`src/rtl/inst_prefetch_buffer.sv`:
```
// Instruction prefetch buffer.
//
// Fetches sequential instruction words from a combinational-read instruction
// memory into a small circular buffer and presents the oldest entry to the
// decode stage. A redirect flushes the buffer and restarts fetching at the
// word-aligned redirect target.
//
// Ports:
//   clk            rising-edge clock
//   rst            asynchronous active-low reset
//   imem_addr      fetch address to instruction memory (equals fetch_pc)
//   imem_rdata     instruction word at imem_addr, same cycle
//   redirect_valid flush the buffer and refetch from redirect_pc
//   redirect_pc    redirect target (low two bits ignored)
//   dec_ready      decode accepts the head entry this cycle
//   dec_valid      head entry valid
//   dec_inst       head instruction (zero when dec_valid is low)
//   dec_pc         head instruction address (zero when dec_valid is low)
//   buf_count      current occupancy, 0..DEPTH

module inst_prefetch_buffer #(
  parameter int unsigned                PC_Width        = 32,
  parameter int unsigned                Inst_Data_width = 32,
  parameter int unsigned                DEPTH           = 4,
  parameter logic [PC_Width-1:0]        RESET_PC        = 32'h0000_0000
) (
  input  logic                          clk,
  input  logic                          rst,
  output logic [PC_Width-1:0]           imem_addr,
  input  logic [Inst_Data_width-1:0]    imem_rdata,
  input  logic                          redirect_valid,
  input  logic [PC_Width-1:0]           redirect_pc,
  input  logic                          dec_ready,
  output logic                          dec_valid,
  output logic [Inst_Data_width-1:0]    dec_inst,
  output logic [PC_Width-1:0]           dec_pc,
  output logic [$clog2(DEPTH):0]        buf_count
);

  localparam int unsigned PtrW = $clog2(DEPTH);
  localparam int unsigned CntW = PtrW + 1;

  localparam logic [CntW-1:0]     DepthC  = CntW'(DEPTH);
  localparam logic [PC_Width-1:0] PcStep  = PC_Width'(4);

  // Architectural state
  logic [PC_Width-1:0] fetch_pc_q, fetch_pc_d;
  logic [PtrW-1:0]     wr_ptr_q, wr_ptr_d;
  logic [PtrW-1:0]     rd_ptr_q, rd_ptr_d;
  logic [CntW-1:0]     count_q, count_d;

  // Entry storage; no reset needed since count_q gates every read.
  logic [PC_Width-1:0]        pc_mem   [DEPTH];
  logic [Inst_Data_width-1:0] inst_mem [DEPTH];

  logic pop;
  logic push;
  logic not_full;

  // Outputs depend only on registered state, so dec_ready and
  // redirect_valid never reach the decode-side outputs combinationally.
  always_comb begin
    dec_valid = (count_q != '0);
    dec_pc    = '0;
    dec_inst  = '0;
    if (dec_valid) begin
      dec_pc   = pc_mem[rd_ptr_q];
      dec_inst = inst_mem[rd_ptr_q];
    end
  end

  assign imem_addr = fetch_pc_q;
  assign buf_count = count_q;

  assign not_full = (count_q < DepthC);
  assign pop      = dec_valid & dec_ready;
  // A full buffer may still accept a word when the head leaves this cycle.
  assign push     = ~redirect_valid & (not_full | pop);

  always_comb begin
    fetch_pc_d = fetch_pc_q;
    wr_ptr_d   = wr_ptr_q;
    rd_ptr_d   = rd_ptr_q;
    count_d    = count_q;

    if (redirect_valid) begin
      // Flush wins over any pop or push in the same cycle.
      fetch_pc_d = {redirect_pc[PC_Width-1:2], 2'b00};
      wr_ptr_d   = '0;
      rd_ptr_d   = '0;
      count_d    = '0;
    end else begin
      if (push) begin
        wr_ptr_d   = wr_ptr_q + 1'b1;
        fetch_pc_d = fetch_pc_q + PcStep;
      end
      if (pop) begin
        rd_ptr_d = rd_ptr_q + 1'b1;
      end
      unique case ({push, pop})
        2'b10:   count_d = count_q + 1'b1;
        2'b01:   count_d = count_q - 1'b1;
        default: count_d = count_q;
      endcase
    end
  end

  always_ff @(posedge clk or negedge rst) begin
    if (!rst) begin
      fetch_pc_q <= RESET_PC;
      wr_ptr_q   <= '0;
      rd_ptr_q   <= '0;
      count_q    <= '0;
    end else begin
      fetch_pc_q <= fetch_pc_d;
      wr_ptr_q   <= wr_ptr_d;
      rd_ptr_q   <= rd_ptr_d;
      count_q    <= count_d;
    end
  end

  always_ff @(posedge clk) begin
    if (push) begin
      pc_mem[wr_ptr_q]   <= fetch_pc_q;
      inst_mem[wr_ptr_q] <= imem_rdata;
    end
  end

endmodule

```
`config.mk`:
```
export PLATFORM = sky130hd
export DESIGN_NAME = inst_prefetch_buffer
export DESIGN_NICKNAME = d
export VERILOG_FILES = /design/src/rtl/inst_prefetch_buffer.sv
export SDC_FILE = /design/constraint.sdc
export NUM_CORES = 1
export LEC_CHECK = 0
export ABC_AREA = 1
export BUFFER_PORTS_ARGS = -buffer_cell sky130_fd_sc_hd__buf_2
export CORE_UTILIZATION = 43
export DETAILED_ROUTE_END_ITERATION = 7
export GPL_TIMING_DRIVEN = 0
export SYNTH_ARGS = -nofsm -noshare
export SYNTH_HDL_FRONTEND = slang
export SYNTH_SLANG_ARGS = --single-unit
export TNS_END_PERCENT = 1
```
`constraint.sdc`:
```
create_clock -name clk -period 11.1 [get_ports clk]
set_input_delay 0.555 -clock clk [delete_from_list [all_inputs] [get_ports clk]]
set_output_delay 0.555 -clock clk [all_outputs]
set_load 0.03 [all_outputs]
```
==> flow_metrics.env, run 1 <==
export IMPL_via_count=8624
export IMPL_finalWeightedCongestion=0.864
export IMPL_seq_area_frac_synth_pct=68.9
export IMPL_unrepaired_setup_endpoints_after_global_routing="no"
export IMPL_timing_worst_setup_path_type="register to output port"
export IMPL_n_antenna_cell=0
export IMPL_powerDensity_nw_per_um2=238
export IMPL_critPathLaunchType="register"
export IMPL_placed_standard_cell_area_sq_um=13700
export IMPL_core_sq_um=27800
export IMPL_synth_async_reset_ratio_pct=13.0
export IMPL_first_pass_iters=5
export IMPL_ys_warnings_count=0
export IMPL_ys_types=39
export IMPL_timing_final_max_slew_violations=0
export IMPL_detailed_place_hpwl_um=20500
export IMPL_max_cap_viols=0
export IMPL_pin_slew_with_the_least_headroom_to_its_limit_ns=0.929
export IMPL_yosys_area_share_simple_pct=15.8
export IMPL_io_buffer_count=161
export IMPL_die_area_sq_um=28900
export IMPL_cts_buffer_depth=3
export IMPL_worst_slack_ns=8.04
export IMPL_starting_utilization_of_the_core_area_pct=43.7
export IMPL_place_detailed_instances=1647
export IMPL_antenna_violations_before_repair=0
export IMPL_hold_viol=0
export IMPL_fin_total_pwr_mw=3.49
export IMPL_final_period_minus_worst_setup_slack_ns=3.06
export IMPL_worst_ep_arrival_time_ns=2.51
export IMPL_global_route_usage_over_all_layers_pct=21.6
export IMPL_synthMuxAreaShare_pct=0
export IMPL_synth_compound_gate_area_share_pct=9.91
export IMPL_syn_instance_count=1096
export IMPL_rows=61
export IMPL_gr_total_overflow=0
export IMPL_post_place_ws_ns=8.56
export IMPL_clk_pin_slew_worst_paths_ns=0.06
export IMPL_cts_htree_levels=1
export IMPL_cts_root_buf="sky130_fd_sc_hd__clkbuf_16"
export IMPL_cts_tree="yes"
export IMPL_finalInstanceArea_sq_um=14700
export IMPL_fin_cells=1698
export IMPL_synth_xor_area_share_pct=0.865
export IMPL_critPathMaxFanout=10
export IMPL_max_slew_margin_vs_limit_pct=38.1
export IMPL_finalWirelength_um=31100
export IMPL_fin_setup_tns_ns=0
export IMPL_cts_buffers=29
export IMPL_postSynthRegisterBits=285
export IMPL_synth_edf_count=248
export IMPL_fin_skew_ns=0.0174
export IMPL_hold_path_class="input port to async pin"
export IMPL_synth_to_layout_area_growth_pct=20.6
export IMPL_cts_sinks=285
export IMPL_routed_via_density=5.08
export IMPL_post_synth_instance_area_sq_um=12100
export IMPL_grt_max_degree=38
export IMPL_final_nets=1374
export IMPL_grt_pass1_wl_um=47200
export IMPL_status="complete, no violations"
export IMPL_layout_drive_gt1_share_pct=21.6
export IMPL_die_x_um=170
export IMPL_die_y_um=170
export IMPL_routed_wire_length_per_instance_um=18.3
export IMPL_largest_vdd_supply_drop_uv=127
export IMPL_endpoint_required_time_on_the_critical_path_ns=10.55
export IMPL_first_global_vias=8173
export IMPL_antenna_left=0
export IMPL_drt_initial_drc_count=676
export IMPL_worst_setup_path_end_kind="output port"
export IMPL_timing_final_setup_violations=0
export IMPL_post_route_drc_count=0
export IMPL_yosys_most_used_dff="sky130_fd_sc_hd__edfxtp_1"
export IMPL_adder_and_majority_gate_portion_of_the_synthesized_area_pct=0.680
export IMPL_post_cts_resized=0
export IMPL_cts_hold_fix_buffers=0
export IMPL_finalCritPeriodShare_pct=27.6
export IMPL_number_of_buffers_added_for_setup_after_cts=0
export IMPL_clock_insertion_delay_worst_skew_ns=0.54
export IMPL_io_pins=168
export IMPL_largest_family_of_logic_cells_by_synthesized_area="simple AND/OR/NAND/NOR gates"
export IMPL_leakagePower_nw=5.63
export IMPL_synthesis_area_per_instance_sq_um=11.1
export IMPL_timing_fmax_mhz=326
kinds of logic after synthesis:
group | count (synthesis)
buf+inv | 98
compound gates | 230
fa+ha+maj | 6
simple gates | 464
xor+xnor | 12
other cells | 1
flops | 285
cell usage after synthesis (6+ instances only):
| library cell | number | area [sq um] |
|---|---|---|
| sky130_fd_sc_hd__a22oi_1 | 17 | 128 |
| sky130_fd_sc_hd__xor2_1 | 6 | 52.6 |
| sky130_fd_sc_hd__o21ai_0 | 134 | 671 |
| sky130_fd_sc_hd__nand3_1 | 28 | 140 |
| sky130_fd_sc_hd__nor2_2 | 8 | 50.1 |
| sky130_fd_sc_hd__edfxtp_1 | 248 | 7450 |
| sky130_fd_sc_hd__buf_2 | 13 | 65.1 |
| sky130_fd_sc_hd__dfrtp_1 | 37 | 926 |
| sky130_fd_sc_hd__nor2_1 | 289 | 1080 |
| sky130_fd_sc_hd__xnor2_1 | 6 | 52.6 |
| sky130_fd_sc_hd__nor2_4 | 6 | 67.6 |
| sky130_fd_sc_hd__nand2_1 | 115 | 432 |
| sky130_fd_sc_hd__inv_1 | 32 | 120 |
| sky130_fd_sc_hd__clkbuf_1 | 24 | 90.1 |
| sky130_fd_sc_hd__buf_4 | 16 | 120 |
| sky130_fd_sc_hd__inv_2 | 6 | 22.5 |
| sky130_fd_sc_hd__a21oi_1 | 71 | 355 |
state kept, by name, indices dropped and copies added, names as in the netlist:
signal     cells
imem_addr     30
buf_count      3
wr_ptr_q       2
rd_ptr_q       2
inst_mem     128
pc_mem       120
cell type report:
cell class / instances / area, sq um
Buffer: 59 / 309
Sequential cell: 285 / 8370
Clock inverter: 19 / 236
Inverter: 39 / 148
Fill cell: 2478 / 13100
Timing Repair Buffer: 170 / 1010
Tap cell: 378 / 473
Multi-Input combinational cell: 716 / 3360
Clock buffer: 32 / 747
layer usage:
layer	share of wire, %	vias up	global-route usage [%]
met2	46	261	34.6
met1	46	4141	31.3
met4	1.9	0	5.44
li1	-	4185	-
met5	0	-	0
met3	5.5	37	2.79
power by group:
part	internal, mW	leakage [nW]	switching [mW]	total [mW]
Combinational	0.293	2.42	0.811	1.10
Sequential	1.31	2.73	0.0817	1.39
Clock	0.600	0.477	0.399	0.999
critical path, stage by stage (launching register included):
cell	delay, ns
sky130_fd_sc_hd__dfrtp_1	0.37
sky130_fd_sc_hd__buf_6	0.15
sky130_fd_sc_hd__clkinv_2	0.14
sky130_fd_sc_hd__buf_4	0.21
sky130_fd_sc_hd__clkbuf_1	0.40
sky130_fd_sc_hd__o21ai_0	0.16
sky130_fd_sc_hd__a21oi_1	0.28
sky130_fd_sc_hd__buf_2	0.26
per-stage QoR:
stage / hold WS [ns] / util, %
final: 0.151 / 52.7
after global routing: 0.204 / 52.7
after CTS: 0.144 / 52.7
after detailed placement: 0.593 / 49.2
after global placement: 0.546 / 48.4
after floorplan: 0.259 / -
placed cells by master, fill, tap and decap left out, types with 6 or more instances in the layout:
cell type,n
sky130_fd_sc_hd__nor2_1,285
sky130_fd_sc_hd__edfxtp_1,248
sky130_fd_sc_hd__buf_2,174
sky130_fd_sc_hd__o21ai_0,134
sky130_fd_sc_hd__nand2_1,115
sky130_fd_sc_hd__a21oi_1,71
sky130_fd_sc_hd__dfrtp_1,37
sky130_fd_sc_hd__inv_1,32
sky130_fd_sc_hd__clkbuf_16,29
sky130_fd_sc_hd__nand3_1,28
sky130_fd_sc_hd__clkbuf_1,26
sky130_fd_sc_hd__a22oi_1,17
sky130_fd_sc_hd__buf_4,16
sky130_fd_sc_hd__nor2_4,10
sky130_fd_sc_hd__nor2_2,8
sky130_fd_sc_hd__clkinv_2,7
sky130_fd_sc_hd__inv_2,6
sky130_fd_sc_hd__xor2_1,6
sky130_fd_sc_hd__xnor2_1,6
sky130_fd_sc_hd__buf_12,6
final timing paths:
kind / from / endpoint / slack [ns] / cells after the start
hold reg to reg: wr_ptr_q[0] / wr_ptr_q[0] / 0.59 / 1
hold / removal: rst / imem_addr[23] / 0.15 / 1
min in group clk: imem_rdata[8] / inst_mem[0][8] / 0.23 / 1
setup / recovery: rd_ptr_q[0] / dec_pc[13] / 8.04 / 7
max in group asynchronous: rst / rd_ptr_q[0] / 10.35 / 1
setup reg to reg: buf_count[2] / pc_mem[2][25] / 8.78 / 7
Note: power is estimated with default switching activity, not from simulation.
==> run 2, diff against run 1 <==
- ABC_AREA: 1 -> 0
- PLACE_DENSITY: not set -> 0.65
- clock period: 11.1 -> 2.62 ns (I/O delays scaled with it)
==> flow_metrics.env, run 2 <==
export IMPL_status="complete, no violations"
export IMPL_finalWirelength_um=24900
export IMPL_core_sq_um=26100
export IMPL_cts_htree_levels=1
export IMPL_layout_drive_gt1_share_pct=33.1
export IMPL_worst_ep_arrival_time_ns=2.42
export IMPL_ys_warnings_count=0
export IMPL_routed_via_density=5.21
export IMPL_postSynthRegisterBits=285
export IMPL_comb_power_share_pct=29.2
export IMPL_critPathMaxStageDelay_ns=0.56
export IMPL_clk_pin_slew_worst_paths_ns=0.06
export IMPL_critPathMaxFanout=10
export IMPL_fin_skew_ns=0.0131
export IMPL_largest_register_ff_count=128
export IMPL_unrepaired_setup_endpoints_after_global_routing="yes"
export IMPL_timing_final_max_slew_violations=0
export IMPL_routed_wire_length_per_instance_um=19.8
export IMPL_timing_final_setup_violations=0
export IMPL_synth_to_layout_area_growth_pct=26.6
export IMPL_synth_edf_count=248
export IMPL_timing_reg2reg_worst_path_depth=6
export IMPL_synth_top_cell_by_area="sky130_fd_sc_hd__edfxtp_1"
export IMPL_placed_standard_cell_area_sq_um=12800
export IMPL_leakagePower_nw=5.24
export IMPL_crit_path_cell_trace="buf_2 -> mux4_2 -> and2_1 -> buf_2"
export IMPL_synthesis_area_per_instance_sq_um=18.1
export IMPL_timing_fmax_mhz=392
export IMPL_cts_tree="yes"
export IMPL_cts_root_buf="sky130_fd_sc_hd__clkbuf_16"
export IMPL_grt_max_degree=53
export IMPL_place_detailed_instances=1135
export IMPL_critical_path_top_cell_by_count="sky130_fd_sc_hd__buf_2"
export IMPL_cts_buffer_depth=3
export IMPL_critPathLaunchType="register"
export IMPL_cp_slowest_cell="sky130_fd_sc_hd__dfrtp_2"
export IMPL_hold_viol=0
export IMPL_cts_sinks=285
export IMPL_io_buffer_count=160
export IMPL_fraction_of_post_synthesis_cell_area_in_the_top_cell_type_by_area_pct=65.0
export IMPL_finalInstanceArea_sq_um=14500
export IMPL_sequentialPowerShare_pct=40.6
export IMPL_first_pass_iters=5
export IMPL_global_route_usage_over_all_layers_pct=18.5
export IMPL_final_cell_mix="sky130_fd_sc_hd__edfxtp_1 (248), sky130_fd_sc_hd__buf_2 (163), sky130_fd_sc_hd__dlygate4sd3_1 (65), sky130_fd_sc_hd__and2_1 (63), sky130_fd_sc_hd__mux4_2 (62)"
export IMPL_antenna_violations_before_repair=0
export IMPL_starting_utilization_of_the_core_area_pct=43.9
export IMPL_finalWeightedCongestion=0.765
export IMPL_mostFrequentLayoutCell="sky130_fd_sc_hd__edfxtp_1"
export IMPL_regMostFlops="inst_mem"
export IMPL_seq_area_frac_synth_pct=73.1
export IMPL_path_delay_family="buffers and inverters"
export IMPL_final_seq_area_sq_um=8370
export IMPL_final_core_util_pct=55.6
export IMPL_cp_num_cells=4
export IMPL_power_report_internal_total_mw=9.61
export IMPL_via_count=6545
export IMPL_grt_pass1_wl_um=37700
export IMPL_ys_types=34
export IMPL_max_cap_viols=0
export IMPL_yosys_most_used_dff="sky130_fd_sc_hd__edfxtp_1"
export IMPL_synthTopCellsByArea="sky130_fd_sc_hd__edfxtp_1 (65%), sky130_fd_sc_hd__mux4_2 (12%), sky130_fd_sc_hd__dfrtp_1 (8.1%), sky130_fd_sc_hd__and2_1 (3.4%), sky130_fd_sc_hd__xnor2_1 (1.4%)"
export IMPL_power_frac_clock_pct=30.2
export IMPL_hold_path_class="input port to async pin"
export IMPL_post_synth_instance_area_sq_um=11500
export IMPL_synthMostInstantiatedCell="sky130_fd_sc_hd__edfxtp_1"
export IMPL_drt_initial_drc_count=423
export IMPL_cp_buffers_inverters=2
export IMPL_powerDensity_nw_per_um2=977
export IMPL_pin_slew_with_the_least_headroom_to_its_limit_ns=0.895
export IMPL_timing_worst_setup_path_type="register to output port"
export IMPL_cts_buffers=31
export IMPL_finalCritPeriodShare_pct=97.4
export IMPL_power_share_switching_pct=32.2
export IMPL_gr_total_overflow=0
export IMPL_worst_setup_path_end_kind="output port"
export IMPL_p_switching_mw=4.56
export IMPL_number_of_buffers_added_for_setup_after_cts=0
export IMPL_max_slew_margin_vs_limit_pct=40.3
export IMPL_filler_cell_count=2062
export IMPL_clock_insertion_delay_worst_skew_ns=0.55
export IMPL_multi_input_area_sq_um=2930
export IMPL_rows=59
export IMPL_io_pins=168
export IMPL_die_y_um=165
export IMPL_final_nets=971
export IMPL_endpoint_required_time_on_the_critical_path_ns=2.49
export IMPL_post_route_drc_count=0
export IMPL_detailed_place_hpwl_um=14900
export IMPL_syn_instance_count=633
export IMPL_netlist_top_cells_count="sky130_fd_sc_hd__edfxtp_1 (248), sky130_fd_sc_hd__and2_1 (63), sky130_fd_sc_hd__mux4_2 (62), sky130_fd_sc_hd__nand2_1 (41), sky130_fd_sc_hd__dfrtp_1 (37)"
export IMPL_die_area_sq_um=27300
export IMPL_first_global_vias=6637
export IMPL_fin_cells=1256
export IMPL_n_antenna_cell=0
export IMPL_final_period_minus_worst_setup_slack_ns=2.55
export IMPL_antenna_left=0
export IMPL_synth_async_reset_ratio_pct=13.0
export IMPL_fin_total_pwr_mw=14.2
export IMPL_largest_vdd_supply_drop_uv=713
export IMPL_die_x_um=165
-- run 2: cell count changes in the layout (fill, tap and decap cells not counted), sizes merged, moves of 9 or more --
cell / delta
nand3: -17
nor4: +9
mux4: +62
nand2: -79
and2: +62
nor2: -294
o21ai: -109
dlygate4sd3: +65
a22oi: -17
buf: -27
inv: -30
a21oi: -67
xnor2: +12
-- run 2: power groups by stage --
stage / registers [mW] / logic (mW) / clock network [mW]
2_1_floorplan: 5.89 / 2.76 / 0
3_3_place_gp: 5.84 / 4.08 / 0
3_5_place_dp: 5.82 / 4.15 / 0
4_1_cts: 5.76 / 4.22 / 4.36
5_1_grt: 5.81 / 4.47 / 4.52
6_report: 5.75 / 4.13 / 4.28
-- run 2: worst reg2reg max path, delay by kind of cell, from the launching register on --
family                 cells  cell delay (ns)
AO/OA/AOI/OAI              1             0.17
AND/OR/NAND/NOR            4             1.51
buffers and inverters      1             0.22
flip-flops                 1             0.51
-- run 2: area by class of cell --
class | instances | share of cell area (%)
sequential | 285 | 57.8
multi-input combinational | 309 | 20.2
timing repair buffer | 229 | 10.7
clock buffer | 39 | 5.56
tap | 335 | 2.89
clock inverter | 18 | 1.35
buffer | 35 | 1.34
inverter | 6 | 0.155
-- run 2: timing repair --
action,CTS,global route
hold buffers,65,0
setup endpoints to repair,66,59
gates cloned,0,0
hold endpoints to repair,197,0
gates resized for setup,34,5
-- run 2: kinds of logic after synthesis --
logic type               Yosys count  synth area share (%)
buffers and inverters             42                  1.70
multiplexers                      65                  12.5
adder cells (fa/ha/maj)            6                 0.721
XOR/XNOR                          31                  2.37
AO/OA/AOI/OAI                     36                  1.63
flip-flops                       285                  73.1
AND/OR/NAND/NOR                  167                  7.94
other                              1                0.0327
-- run 2: worst paths after layout --
| check | end | startpoint | slack [ns] |
|---|---|---|---|
| min in group clk | imem_addr[10] | redirect_pc[10] | 0.33 |
| max in group asynchronous | rd_ptr_q[0] | rst | 1.75 |
| hold / removal | imem_addr[17] | rst | 0.25 |
| setup / recovery | dec_inst[8] | rd_ptr_q[0] | 0.07 |
| setup reg to reg | imem_addr[31] | imem_addr[4] | 0.13 |
| hold reg to reg | pc_mem[3][22] | imem_addr[22] | 0.56 |
-- run 2: metal layers --
metal	vias up	wire, um	track usage (%)
met1	3293	10700	24.7
met4	0	512	4.42
met2	235	12300	31.4
met3	37	1460	3.22
met5	-	0	0
li1	2980	-	-
-- run 2: stage by stage --
step	setup TNS (ns)	hold slack [ns]	worst slack (ns)
floorplan	-69.86	-0.165	-0.376
global placement	-347.08	0.314	-1.71
detailed placement	-12.47	0.308	-0.305
CTS	-0.566	0.255	-0.0804
global route	-1.58	0.311	-0.0762
finish	0	0.251	0.0674
==> run 3, diff against run 2 <==
- PLACE_DENSITY: 0.65 -> not set
- clock period: 2.62 -> 3.2 ns (I/O delays scaled with it)
==> flow_metrics.env, run 3 (synthesis gave the netlist of run 2 again) <==
export IMPL_hold_path_class="input port to async pin"
export IMPL_final_period_minus_worst_setup_slack_ns=2.97
export IMPL_gr_total_overflow=0
export IMPL_core_sq_um=26100
export IMPL_final_cell_mix="sky130_fd_sc_hd__edfxtp_1 (248), sky130_fd_sc_hd__buf_2 (160), sky130_fd_sc_hd__dlygate4sd3_1 (65), sky130_fd_sc_hd__and2_1 (63), sky130_fd_sc_hd__mux4_2 (62)"
export IMPL_multi_input_area_sq_um=2910
export IMPL_worst_slack_ns=0.230
export IMPL_leakagePower_nw=5.22
export IMPL_timing_reg2reg_worst_path_depth=5
export IMPL_cts_buffer_depth=3
export IMPL_hold_viol=0
export IMPL_antenna_left=0
export IMPL_cp_slowest_cell="sky130_fd_sc_hd__clkdlybuf4s15_1"
export IMPL_layout_drive_gt1_share_pct=32.1
export IMPL_finalWirelength_um=24900
export IMPL_max_slew_margin_vs_limit_pct=16.2
export IMPL_rows=59
export IMPL_timing_final_setup_violations=0
export IMPL_largest_vdd_supply_drop_uv=490
export IMPL_reg2reg_to="imem_addr[28]"
export IMPL_drt_initial_drc_count=430
export IMPL_final_nets=971
export IMPL_timing_fmax_mhz=337
export IMPL_routed_wire_length_per_instance_um=19.8
export IMPL_die_y_um=165
export IMPL_cts_buffers=30
export IMPL_critPathLaunchType="register"
export IMPL_fin_total_pwr_mw=11.6
export IMPL_finalWeightedCongestion=0.771
export IMPL_critPathMaxStageDelay_ns=0.71
export IMPL_cp_buffers_inverters=3
export IMPL_critPathMaxFanout=10
export IMPL_grt_pass1_wl_um=38000
export IMPL_global_route_usage_over_all_layers_pct=18.6
export IMPL_synth_to_layout_area_growth_pct=26.7
export IMPL_worst_ep_arrival_time_ns=2.81
export IMPL_status="complete, no violations"
export IMPL_path_delay_family="buffers and inverters"
export IMPL_starting_utilization_of_the_core_area_pct=43.9
export IMPL_crit_path_cell_trace="clkbuf_2 -> clkdlybuf4s15_1 -> mux4_2 -> and2_1 -> buf_2"
export IMPL_max_cap_viols=0
export IMPL_first_pass_iters=4
export IMPL_pin_slew_with_the_least_headroom_to_its_limit_ns=1.24
export IMPL_timing_worst_setup_path_type="register to output port"
export IMPL_setup_worst_path_end="dec_inst[23]"
export IMPL_grt_max_degree=45
export IMPL_whs_ns=0.276
export IMPL_cp_num_cells=5
export IMPL_cts_sinks=285
export IMPL_timing_final_max_slew_violations=0
export IMPL_io_buffer_count=160
export IMPL_clock_insertion_delay_worst_skew_ns=0.55
export IMPL_worst_setup_path_start="rd_ptr_q[0]"
export IMPL_endpoint_required_time_on_the_critical_path_ns=3.04
export IMPL_mostFrequentLayoutCell="sky130_fd_sc_hd__edfxtp_1"
export IMPL_worst_setup_path_end_kind="output port"
export IMPL_routed_via_density=5.21
export IMPL_io_pins=168
export IMPL_cts_root_buf="sky130_fd_sc_hd__clkbuf_16"
export IMPL_reg2reg_slack_ns=0.36
export IMPL_largest_register_ff_count=128
export IMPL_cts_htree_levels=1
export IMPL_clk_pin_slew_worst_paths_ns=0.06
export IMPL_powerDensity_nw_per_um2=802
export IMPL_unrepaired_setup_endpoints_after_global_routing="no"
export IMPL_via_count=6543
export IMPL_post_route_drc_count=0
export IMPL_rr_startpoint="imem_addr[15]"
export IMPL_die_area_sq_um=27300
export IMPL_fin_skew_ns=0.0222
export IMPL_detailed_place_hpwl_um=15500
export IMPL_final_seq_area_sq_um=8370
export IMPL_n_antenna_cell=0
export IMPL_post_place_ws_ns=0.322
export IMPL_first_global_vias=6881
export IMPL_finalCritPeriodShare_pct=92.8
export IMPL_antenna_violations_before_repair=0
export IMPL_regMostFlops="inst_mem"
export IMPL_die_x_um=165
export IMPL_filler_cell_count=2075
export IMPL_cts_tree="yes"
run 3: timing repair:
item                       4_1_cts  5_1_grt
cloned                           0        0
resized for setup                5        6
hold buffers                    65        0
setup endpoints to repair       58       17
setup buffers                    0        0
hold endpoints to repair       196        0
run 3: worst reg2reg max path, delay by kind of cell, from the launching register on:
kind,cells,cell delay (ns)
simple gates,3,1.76
xor+xnor,1,0.18
mux,1,0.27
flops,1,0.52
run 3: layer usage:
layer / up-vias / track usage (%) / part of all wire, %
li1: 2978 / - / -
met1: 3330 / 24.6 / 43
met2: 200 / 32.2 / 50
met3: 35 / 2.77 / 4.9
met4: 0 / 4.92 / 2.2
met5: - / 0 / 0
run 3: final cells by class:
type	count	share of cell area (%)
sequential	285	57.7
multi-input combinational	309	20.1
timing repair buffer	229	10.8
clock buffer	35	5.45
tap	335	2.89
clock inverter	20	1.53
buffer	36	1.41
inverter	6	0.155
run 3: per-stage QoR:
step                TNS (ns)  util [%]  instances  cell area (sq um)
finish                     0      55.7       1255              14500
global route               0      55.7       1255              14500
CTS                        0      55.6       1255              14500
detailed placement         0      49.2       1135              12800
global placement     -256.43      48.7       1131              12700
floorplan                  0         -        636              11500
run 3: worst min-delay path by stage:
stage          cells after the start  slack (ns)       endpoint  start
6_report                           2        0.28  imem_addr[19]    rst
4_1_cts                            2        0.30  imem_addr[18]    rst
3_5_place_dp                       1        0.35  imem_addr[21]    rst
3_3_place_gp                       1        0.31  imem_addr[19]    rst
2_1_floorplan                      0       -0.14   buf_count[0]    rst
5_1_grt                            2        0.38  imem_addr[20]    rst
run 3: report_power, final:
group / total (mW) / internal, mW / switching, mW
sequential: 4.69 / 4.50 / 0.190
clock: 3.51 / 2.16 / 1.36
combinational: 3.43 / 1.28 / 2.15
total: 11.6 / 7.93 / 3.70
